===== src/rtl/ctr_pkg.sv =====
// Shared definitions for the CTR stream sequencer: sizes, FSM encodings, job payload and counter helpers.
// ctr_tail_mask is only referenced when CTR_SEQ_PARTIAL_EN is defined.
package ctr_pkg;

    localparam int unsigned BLOCK_W = 128;
    localparam int unsigned KEY_W   = 256;
    localparam int unsigned ST_W    = 3;

    localparam logic [ST_W-1:0] ST_IDLE  = 3'd0;
    localparam logic [ST_W-1:0] ST_FETCH = 3'd1;
    localparam logic [ST_W-1:0] ST_START = 3'd2;
    localparam logic [ST_W-1:0] ST_BUSY  = 3'd3;
    localparam logic [ST_W-1:0] ST_EMIT  = 3'd4;
    localparam logic [ST_W-1:0] ST_DONE  = 3'd5;

    typedef struct packed {
        logic [BLOCK_W-1:0] counter;
        logic [KEY_W-1:0]   key;
        logic               keylen;
    } ctr_job_t;

    // Increment the low inc_w bits modulo 2^inc_w, leaving the upper bits untouched.
    function automatic logic [BLOCK_W-1:0] ctr_inc(input logic [BLOCK_W-1:0] ctr,
                                                   input int unsigned inc_w);
        logic [BLOCK_W-1:0] low_mask;
        if (inc_w >= BLOCK_W) begin
            low_mask = '1;
        end else begin
            low_mask = (BLOCK_W'(1) << inc_w) - BLOCK_W'(1);
        end
        return (ctr & ~low_mask) | ((ctr + BLOCK_W'(1)) & low_mask);
    endfunction

    // Keep the leading 'bytes' bytes (byte 0 = bits [127:120]); 0 keeps all 16.
    function automatic logic [BLOCK_W-1:0] ctr_tail_mask(input logic [3:0] bytes);
        logic [BLOCK_W-1:0] ones;
        int unsigned        n;
        ones = '1;
        n    = (bytes == 4'd0) ? 16 : int'(bytes);
        return ~(ones >> (8 * n));
    endfunction

endpackage


===== src/rtl/ctr_stream_sequencer.sv =====
// Drives ctr_core across a multi-block CTR job: one descriptor, then fetch/start/collect/emit per block.
// Optional CTR_SEQ_PARTIAL_EN adds cfg_last_bytes and zeroes the unused tail bytes of the final block.
module ctr_stream_sequencer
    import ctr_pkg::*;
#(
    parameter int unsigned NB_W  = 16,
    parameter int unsigned INC_W = 32
) (
    input  logic               clk,
    input  logic               resetn,
    input  logic               cfg_valid,
    output logic               cfg_ready,
    input  logic [BLOCK_W-1:0] cfg_counter,
    input  logic [KEY_W-1:0]   cfg_key,
    input  logic               cfg_keylen,
    input  logic [NB_W-1:0]    cfg_nblocks,
`ifdef CTR_SEQ_PARTIAL_EN
    input  logic [3:0]         cfg_last_bytes,
`endif
    input  logic               in_valid,
    output logic               in_ready,
    input  logic [BLOCK_W-1:0] in_data,
    output logic               out_valid,
    input  logic               out_ready,
    output logic [BLOCK_W-1:0] out_data,
    output logic               out_last,
    output logic               done,
    output logic               busy,
    output logic               core_start,
    output logic [BLOCK_W-1:0] core_counter,
    output logic [KEY_W-1:0]   core_key,
    output logic               core_keylen,
    output logic [BLOCK_W-1:0] core_block_i,
    input  logic [BLOCK_W-1:0] core_block_o,
    input  logic               core_ready
);

    logic [ST_W-1:0]    state, state_nxt;
    ctr_job_t           job_q, job_nxt;
    logic [NB_W-1:0]    remaining_q, remaining_nxt;
    logic [BLOCK_W-1:0] block_nxt, data_nxt;
    logic               last_nxt;
    logic               guard_q;
    logic               is_last;
`ifdef CTR_SEQ_PARTIAL_EN
    logic [3:0]         last_bytes_q, last_bytes_nxt;
`endif

    assign core_counter = job_q.counter;
    assign core_key     = job_q.key;
    assign core_keylen  = job_q.keylen;
    assign is_last      = (remaining_q == NB_W'(1));

    // Next-state and datapath update
    always_comb begin
        state_nxt     = state;
        job_nxt       = job_q;
        remaining_nxt = remaining_q;
        block_nxt     = core_block_i;
        data_nxt      = out_data;
        last_nxt      = out_last;
`ifdef CTR_SEQ_PARTIAL_EN
        last_bytes_nxt = last_bytes_q;
`endif
        case (state)
            ST_IDLE: begin
                if (cfg_valid && cfg_ready) begin
                    job_nxt       = '{counter: cfg_counter, key: cfg_key, keylen: cfg_keylen};
                    remaining_nxt = cfg_nblocks;
`ifdef CTR_SEQ_PARTIAL_EN
                    last_bytes_nxt = cfg_last_bytes;
`endif
                    state_nxt     = (cfg_nblocks == '0) ? ST_DONE : ST_FETCH;
                end
            end
            ST_FETCH: begin
                if (in_valid && in_ready) begin
                    block_nxt = in_data;
                    state_nxt = ST_START;
                end
            end
            ST_START: state_nxt = ST_BUSY;
            ST_BUSY: begin
                // guard_q masks a core_ready that has not yet dropped after core_start
                if (!guard_q && core_ready) begin
`ifdef CTR_SEQ_PARTIAL_EN
                    data_nxt = is_last ? (core_block_o & ctr_tail_mask(last_bytes_q)) : core_block_o;
`else
                    data_nxt = core_block_o;
`endif
                    last_nxt  = is_last;
                    state_nxt = ST_EMIT;
                end
            end
            ST_EMIT: begin
                if (out_valid && out_ready) begin
                    remaining_nxt   = remaining_q - NB_W'(1);
                    job_nxt.counter = ctr_inc(job_q.counter, INC_W);
                    state_nxt       = is_last ? ST_DONE : ST_FETCH;
                end
            end
            ST_DONE: state_nxt = ST_IDLE;
            default: state_nxt = ST_IDLE;
        endcase
    end

    // State, datapath and registered outputs derived from the next state
    always_ff @(posedge clk or negedge resetn) begin
        if (!resetn) begin
            state        <= ST_IDLE;
            job_q        <= '0;
            remaining_q  <= '0;
            core_block_i <= '0;
            out_data     <= '0;
            out_last     <= 1'b0;
            guard_q      <= 1'b0;
            cfg_ready    <= 1'b0;
            in_ready     <= 1'b0;
            core_start   <= 1'b0;
            out_valid    <= 1'b0;
            done         <= 1'b0;
            busy         <= 1'b0;
`ifdef CTR_SEQ_PARTIAL_EN
            last_bytes_q <= '0;
`endif
        end else begin
            state        <= state_nxt;
            job_q        <= job_nxt;
            remaining_q  <= remaining_nxt;
            core_block_i <= block_nxt;
            out_data     <= data_nxt;
            out_last     <= last_nxt;
            guard_q      <= (state_nxt == ST_BUSY) && (state != ST_BUSY);
            cfg_ready    <= (state_nxt == ST_IDLE);
            in_ready     <= (state_nxt == ST_FETCH);
            core_start   <= (state_nxt == ST_START);
            out_valid    <= (state_nxt == ST_EMIT);
            done         <= (state_nxt == ST_DONE);
            busy         <= (state_nxt != ST_IDLE);
`ifdef CTR_SEQ_PARTIAL_EN
            last_bytes_q <= last_bytes_nxt;
`endif
        end
    end

endmodule


===== config.mk =====
export PLATFORM = sky130hd
export DESIGN_NAME = ctr_stream_sequencer
export DESIGN_NICKNAME = d
export VERILOG_FILES = /design/src/rtl/ctr_pkg.sv /design/src/rtl/ctr_stream_sequencer.sv
export SDC_FILE = /design/constraint.sdc
export NUM_CORES = 1
export LEC_CHECK = 0
export BUFFER_PORTS_ARGS = -buffer_cell sky130_fd_sc_hd__buf_2
export CORE_AREA = 3 3 512 514
export CTS_BUF_LIST = sky130_fd_sc_hd__clkbuf_4
export CTS_CLUSTER_DIAMETER = 40
export DETAILED_ROUTE_END_ITERATION = 6
export DIE_AREA = 0 0 515 517
export PLACE_DENSITY = 0.35
export SLEW_MARGIN = 30
export SYNTH_ARGS = -nofsm -noshare
export SYNTH_HDL_FRONTEND = slang
export SYNTH_SLANG_ARGS = --single-unit

===== constraint.sdc =====
create_clock -name clk -period 6.5 [get_ports clk]
set_input_delay 0.975 -clock clk [delete_from_list [all_inputs] [get_ports clk]]
set_output_delay 0.975 -clock clk [all_outputs]
set_load 0.05 [all_outputs]

# Word level (Yosys, flattened, before mapping)
# Cells that the tools add are included.
[op_classes] n_reduce_logical=15 eq_ne=13 muxes=15 bitwise_logic=4 addsub=2
[op_table] op="$mux 385" n=1
[op_table] op="$mux 128" n=3
[op_table] op="$and 128x128->128" n=2
[op_table] op="$pmux 128 s2" n=1
[op_table] op="$add 128x1->128 const B" n=1
[op_table] op="$not 128->128" n=1
[op_table] op="$or 128x128->128" n=1
[op_table] op="$mux 16" n=2
[op_table] op="$pmux 16 s2" n=1
[op_table] op="$mux 3" n=6
[op_table] op="$eq 16x1->1 const B" n=1
[op_table] op="$logic_not 16->1" n=1
[op_table] op="$sub 16x1->16 const B" n=1
[op_table] op="$pmux 3 s5" n=1
[op_table] op="$eq 3x2->1 const B" n=4
[op_table] op="$eq 3x3->1 const B" n=3
[op_table] op="$eq 3x1->1 const B" n=2
[op_table] op="$logic_not 3->1" n=2
[op_table] op="$reduce_and 2->1" n=3
[op_table] op="$logic_and 1x1->1" n=5
[op_table] op="$ne 2x2->1 const B" n=2
[op_table] op="$ne 3x2->1 const B" n=1
[op_table] op="$reduce_and 3->1" n=1
[op_table] op="$reduce_bool 3->1" n=1
[op_table] op="other kinds (2)" n=2
[totals] out_inout_bits=648 inputBits=663 reg_bits=668 word_cells=64

# Depth between registers and ports, before layout
[depth] depth_word=8 ltp_mapped=8 mapped_depth_nobuf=7

# Least setup slack after synthesis
# Ideal clock, no wire load.
[synth_path] path_type="input port to flip-flop" start="input port core_ready" end="register out_data[46]" n_path_buf=2 arrival_time_ns=2.323 path_stages=5 t_required_ns=6.375 path_slack_ns=4.052 path_cell_list="nand3b_1 -> nor2_1 -> clkbuf_1 -> buf_1 -> mux2_2"
[synth_via] elab_chain_cells=2
[synth_lines] element="from (decl)" line_no="ctr_stream_sequencer.sv:35" text="input logic core_ready"
[synth_lines] element="$logic_and 1x1->1" line_no="ctr_stream_sequencer.sv:85" text="if (!guard_q && core_ready) begin"
[synth_lines] element="$reduce_and 2->1 (no line)"
[synth_lines] element="to (signal assigned)" line_no="ctr_stream_sequencer.sv:131" text="out_data <= data_nxt;"
[synth_lines] element="to (decl)" line_no="ctr_stream_sequencer.sv:25" text="output logic [BLOCK_W-1:0] out_data,"
# No other way between the ends.
# A chain may end at the register's enable or synchronous reset.

# Final worst setup path
[layout_path] start="register job_q, in the netlist core_counter[19]" end="output port core_counter[19]"
[layout_rtl] element="from (decl)" line_no="ctr_stream_sequencer.sv:39" text="ctr_job_t job_q, job_nxt;"
[layout_rtl] element="from (signal assigned)" line_no="ctr_stream_sequencer.sv:128" text="job_q <= job_nxt;"
[layout_rtl] element="to (decl)" line_no="ctr_stream_sequencer.sv:30" text="output logic [BLOCK_W-1:0] core_counter,"
# No word-level cell between the ends.

==> impl_metrics.yaml <==
floorplan:
  coreArea_um2: 257000
  dieArea_um2: 266000
  chipHeight_um: 517
  rows: 186
  initial_core_util: 0.101
  die_w_um: 515
  num_io_pins: 1311
power:
  p_per_area_nw_per_um2: 552
  power_mw: 25.4
  vdd_drop_max_mv: 0.282
  p_leak_nw: 22.9
setup_path:
  path_depth: 1
  path_max_fanout: 7
  startpoint_type: "flip-flop"
  cp_cell_sequence: "buf_2"
  r2r_slack_ps: 3690
  cp_num_buf_inv: 1
  critPathKind: "flip-flop to output port"
  cp-endpoint: "core_counter[19]"
  r2r_start: "state[0]$_DFF_PN0_"
  critPathSlowestCell: "dfrtp_1"
  cp-end-kind: "output port"
  cp-startpoint: "core_counter[19]$_DFFE_PN0P_"
  required_ps: 5520
  worst_r2r_endpoint: "core_counter[29]$_DFFE_PN0P_"
  cp_slowest_stage_delay_ps: 540
  reg2reg_depth: 6
  cp.arrival_ps: 2020
  path_delay_family: "flip-flops"
global_routing:
  grt_pass1_wl_um: 232000
  grt_usage: 0.123
  grt_overflow: 0
  grt_max_degree: 144
  grt_pass1_vias: 29191
  grt_antenna_before_repair: 87
timing:
  tightest_slew_ps: 1200
  rsz0062_at_grt: "false"
  setup_viol: 0
  worst_slack_ps: 3500
  max_freq_mhz: 334
  period_needed_ps: 3000
  clock_skew_ps: 129
  final_max_slew_viol_count: 0
  slew-limit-headroom: 0.198
  finalSetupTns_ps: 0
  post-route-period-util: 0.461
  hold_viol: 0
detailed_routing:
  vias_per_cell: 3.37
  num_vias: 27342
  drt-total-wl_um: 172000
  firstDrtPassIters: 5
  drt_iter0_markers: 1156
  routedWlPerCell_um: 21.2
  drc: 0
  ant_nets: 0
logic_synthesis:
  syn_nets: 3126
  synth_ff_type: "dfrtp_1"
  yosys_warnings: 0
  netlist_top_cells_area: "dfrtp_1 (64%), nand2_1 (16%), mux2_2 (11%)"
  netlist_area_um2: 26000
  ys_types: 56
  async_reset_ff_frac: 1.00
  yosys.area.top_type_share: 0.642
  synth_enable_flop_cells: 0
  synth_cells: 2460
  syn_avg_cell_area_um2: 10.6
  synth_seq_cells: 668
  ys_seq_area_frac: 0.642
  synth_top_area_cell: "dfrtp_1"
placed_design:
  gp_congestion: 0.854
  hpwl_um: 137000
  io_buffers: 1310
  place_ws_ps: 3150
run_status:
  status: "completed"
layout:
  final_core_util: 0.179
  drive_gt1_frac: 0.413
  mostFrequentLayoutCells: "buf_2 (1309), nand2_1 (1100), dfrtp_1 (668)"
  layout_commonest_cell: "buf_2"
  nFillCells: 28999
  syn2layout_area_growth_pct: 76.4
  nets: 5206
clocking:
  cts_made_buffers: 228
  htreeDepth: 4
  root_buffer: "clkbuf_4"
  clk_pin_slew_ps: 50
  cts_setup_buffers: 0
  cts_resized: 0
  cts_num_sinks: 668
  clk_path_buf_depth: 4
  tritoncts: "built"
  clock_latency_ps: 1190
flow_run:
  drv_cap: 0
hold_path:
  hp-class: "input pin to flip-flop"
what timing repair did:
| action | CTS | global route |
|---|---|---|
| hold buffers | 642 | 0 |
| setup endpoints to repair | 0 | 0 |
| hold endpoints to repair | 710 | 0 |
kinds of logic after synthesis:
kind of cell,after synthesis,share of synthesized area
multiplexers,258,0.111
flip-flops,668,0.642
AO/OA/AOI/OAI,149,0.0359
AND/OR/NAND/NOR,1237,0.188
buffers and inverters,145,0.0215
adder cells (fa/ha/maj),3,0.00144
where the power goes:
| group | internal, mW | total [mW] | switching [mW] |
|---|---|---|---|
| Sequential | 6.07 | 7.33 | 1.26 |
| Clock | 2.24 | 4.43 | 2.19 |
| Combinational | 3.04 | 13.6 | 10.6 |
| Total | 11.3 | 25.4 | 14.0 |
area by class of cell:
cell class / instances / area (µm²) / area share
clock buffer: 298 / 2240 / 0.0487
multi-input combinational: 1647 / 8830 / 0.192
timing repair buffer: 1986 / 13400 / 0.291
sequential: 668 / 16700 / 0.364
inverter: 9 / 33.8 / 0.000735
tap: 3384 / 4230 / 0.0921
antenna: 27 / 67.6 / 0.00147
clock inverter: 92 / 460 / 0.0100
registers in the layout, indices dropped and copies added (netlist names):
register / cells
out_last: 1
done: 1
core_counter: 128
core_keylen: 1
core_start: 1
guard_q: 1
out_valid: 1
out_data: 128
in_ready: 1
state: 3
busy: 1
core_key: 256
remaining_q: 16
cfg_ready: 1
core_block_i: 128
worst min path at each step:
stage,startpoint,endpoint,depth (start not counted)
finish,in_data[44],core_block_i[44]$_DFFE_PN0P_,2
detailed placement,core_key[29]$_DFFE_PN0P_,core_key[29]$_DFFE_PN0P_,2
global placement,core_counter[61]$_DFFE_PN0P_,core_counter[61]$_DFFE_PN0P_,2
global route,in_data[44],core_block_i[44]$_DFFE_PN0P_,2
CTS,in_data[44],core_block_i[44]$_DFFE_PN0P_,2
floorplan,state[0]$_DFF_PN0_,guard_q$_DFF_PN0_,1
stage by stage:
stage / hold slack, ps / instance area (µm²) / cells
after floorplan: 467 / 26000 / 2460
after global placement: 453 / 36700 / 7051
after detailed placement: 456 / 36700 / 7051
after CTS: 0.245 / 45900 / 8083
after global routing: 46.4 / 45900 / 8100
final: 241 / 46000 / 8111
per-layer routing:
| layer | vias to the layer above | part of all wire | routed length [µm] | GRT usage |
|---|---|---|---|---|
| met4 | 54 | 0.045 | 7690 | 0.0541 |
| met3 | 397 | 0.12 | 21100 | 0.0653 |
| met5 | - | 0.0019 | 322 | 0 |
| li1 | 12368 | - | - | - |
| met1 | 13166 | 0.38 | 65800 | 0.138 |
| met2 | 1357 | 0.45 | 77100 | 0.194 |
worst register-to-register path: cells and delay by family (launching register included):
| kind | cells | cell delay, ps |
|---|---|---|
| flops | 1 | 440 |
| compound gates | 2 | 650 |
| simple gates | 3 | 1320 |
| buf+inv | 1 | 330 |
cell usage after synthesis (2+ instances only):
library cell,instances
nand2_1,1100
dfrtp_1,668
mux2_2,257
clkbuf_1,119
a21oi_1,54
nor2_1,35
o21ai_0,32
nand3_1,21
nand4_1,17
nor3_1,14
buf_2,12
inv_1,9
nor4_1,9
a221oi_1,7
and3_1,7
a31oi_1,6
o22ai_1,6
or3_1,6
a22oi_1,5
buf_1,5
nand2b_1,5
and4_1,4
nand3b_1,4
nor3b_1,4
o2bb2ai_1,4
a211oi_1,3
a21o_1,3
ha_1,3
o22a_1,3
o31ai_1,3
a22o_1,2
a2bb2oi_1,2
a31o_2,2
and2_1,2
o311ai_0,2
o31a_1,2
o32ai_1,2
o41ai_1,2
or4_4,2
(Power assumes the default switching activity.)
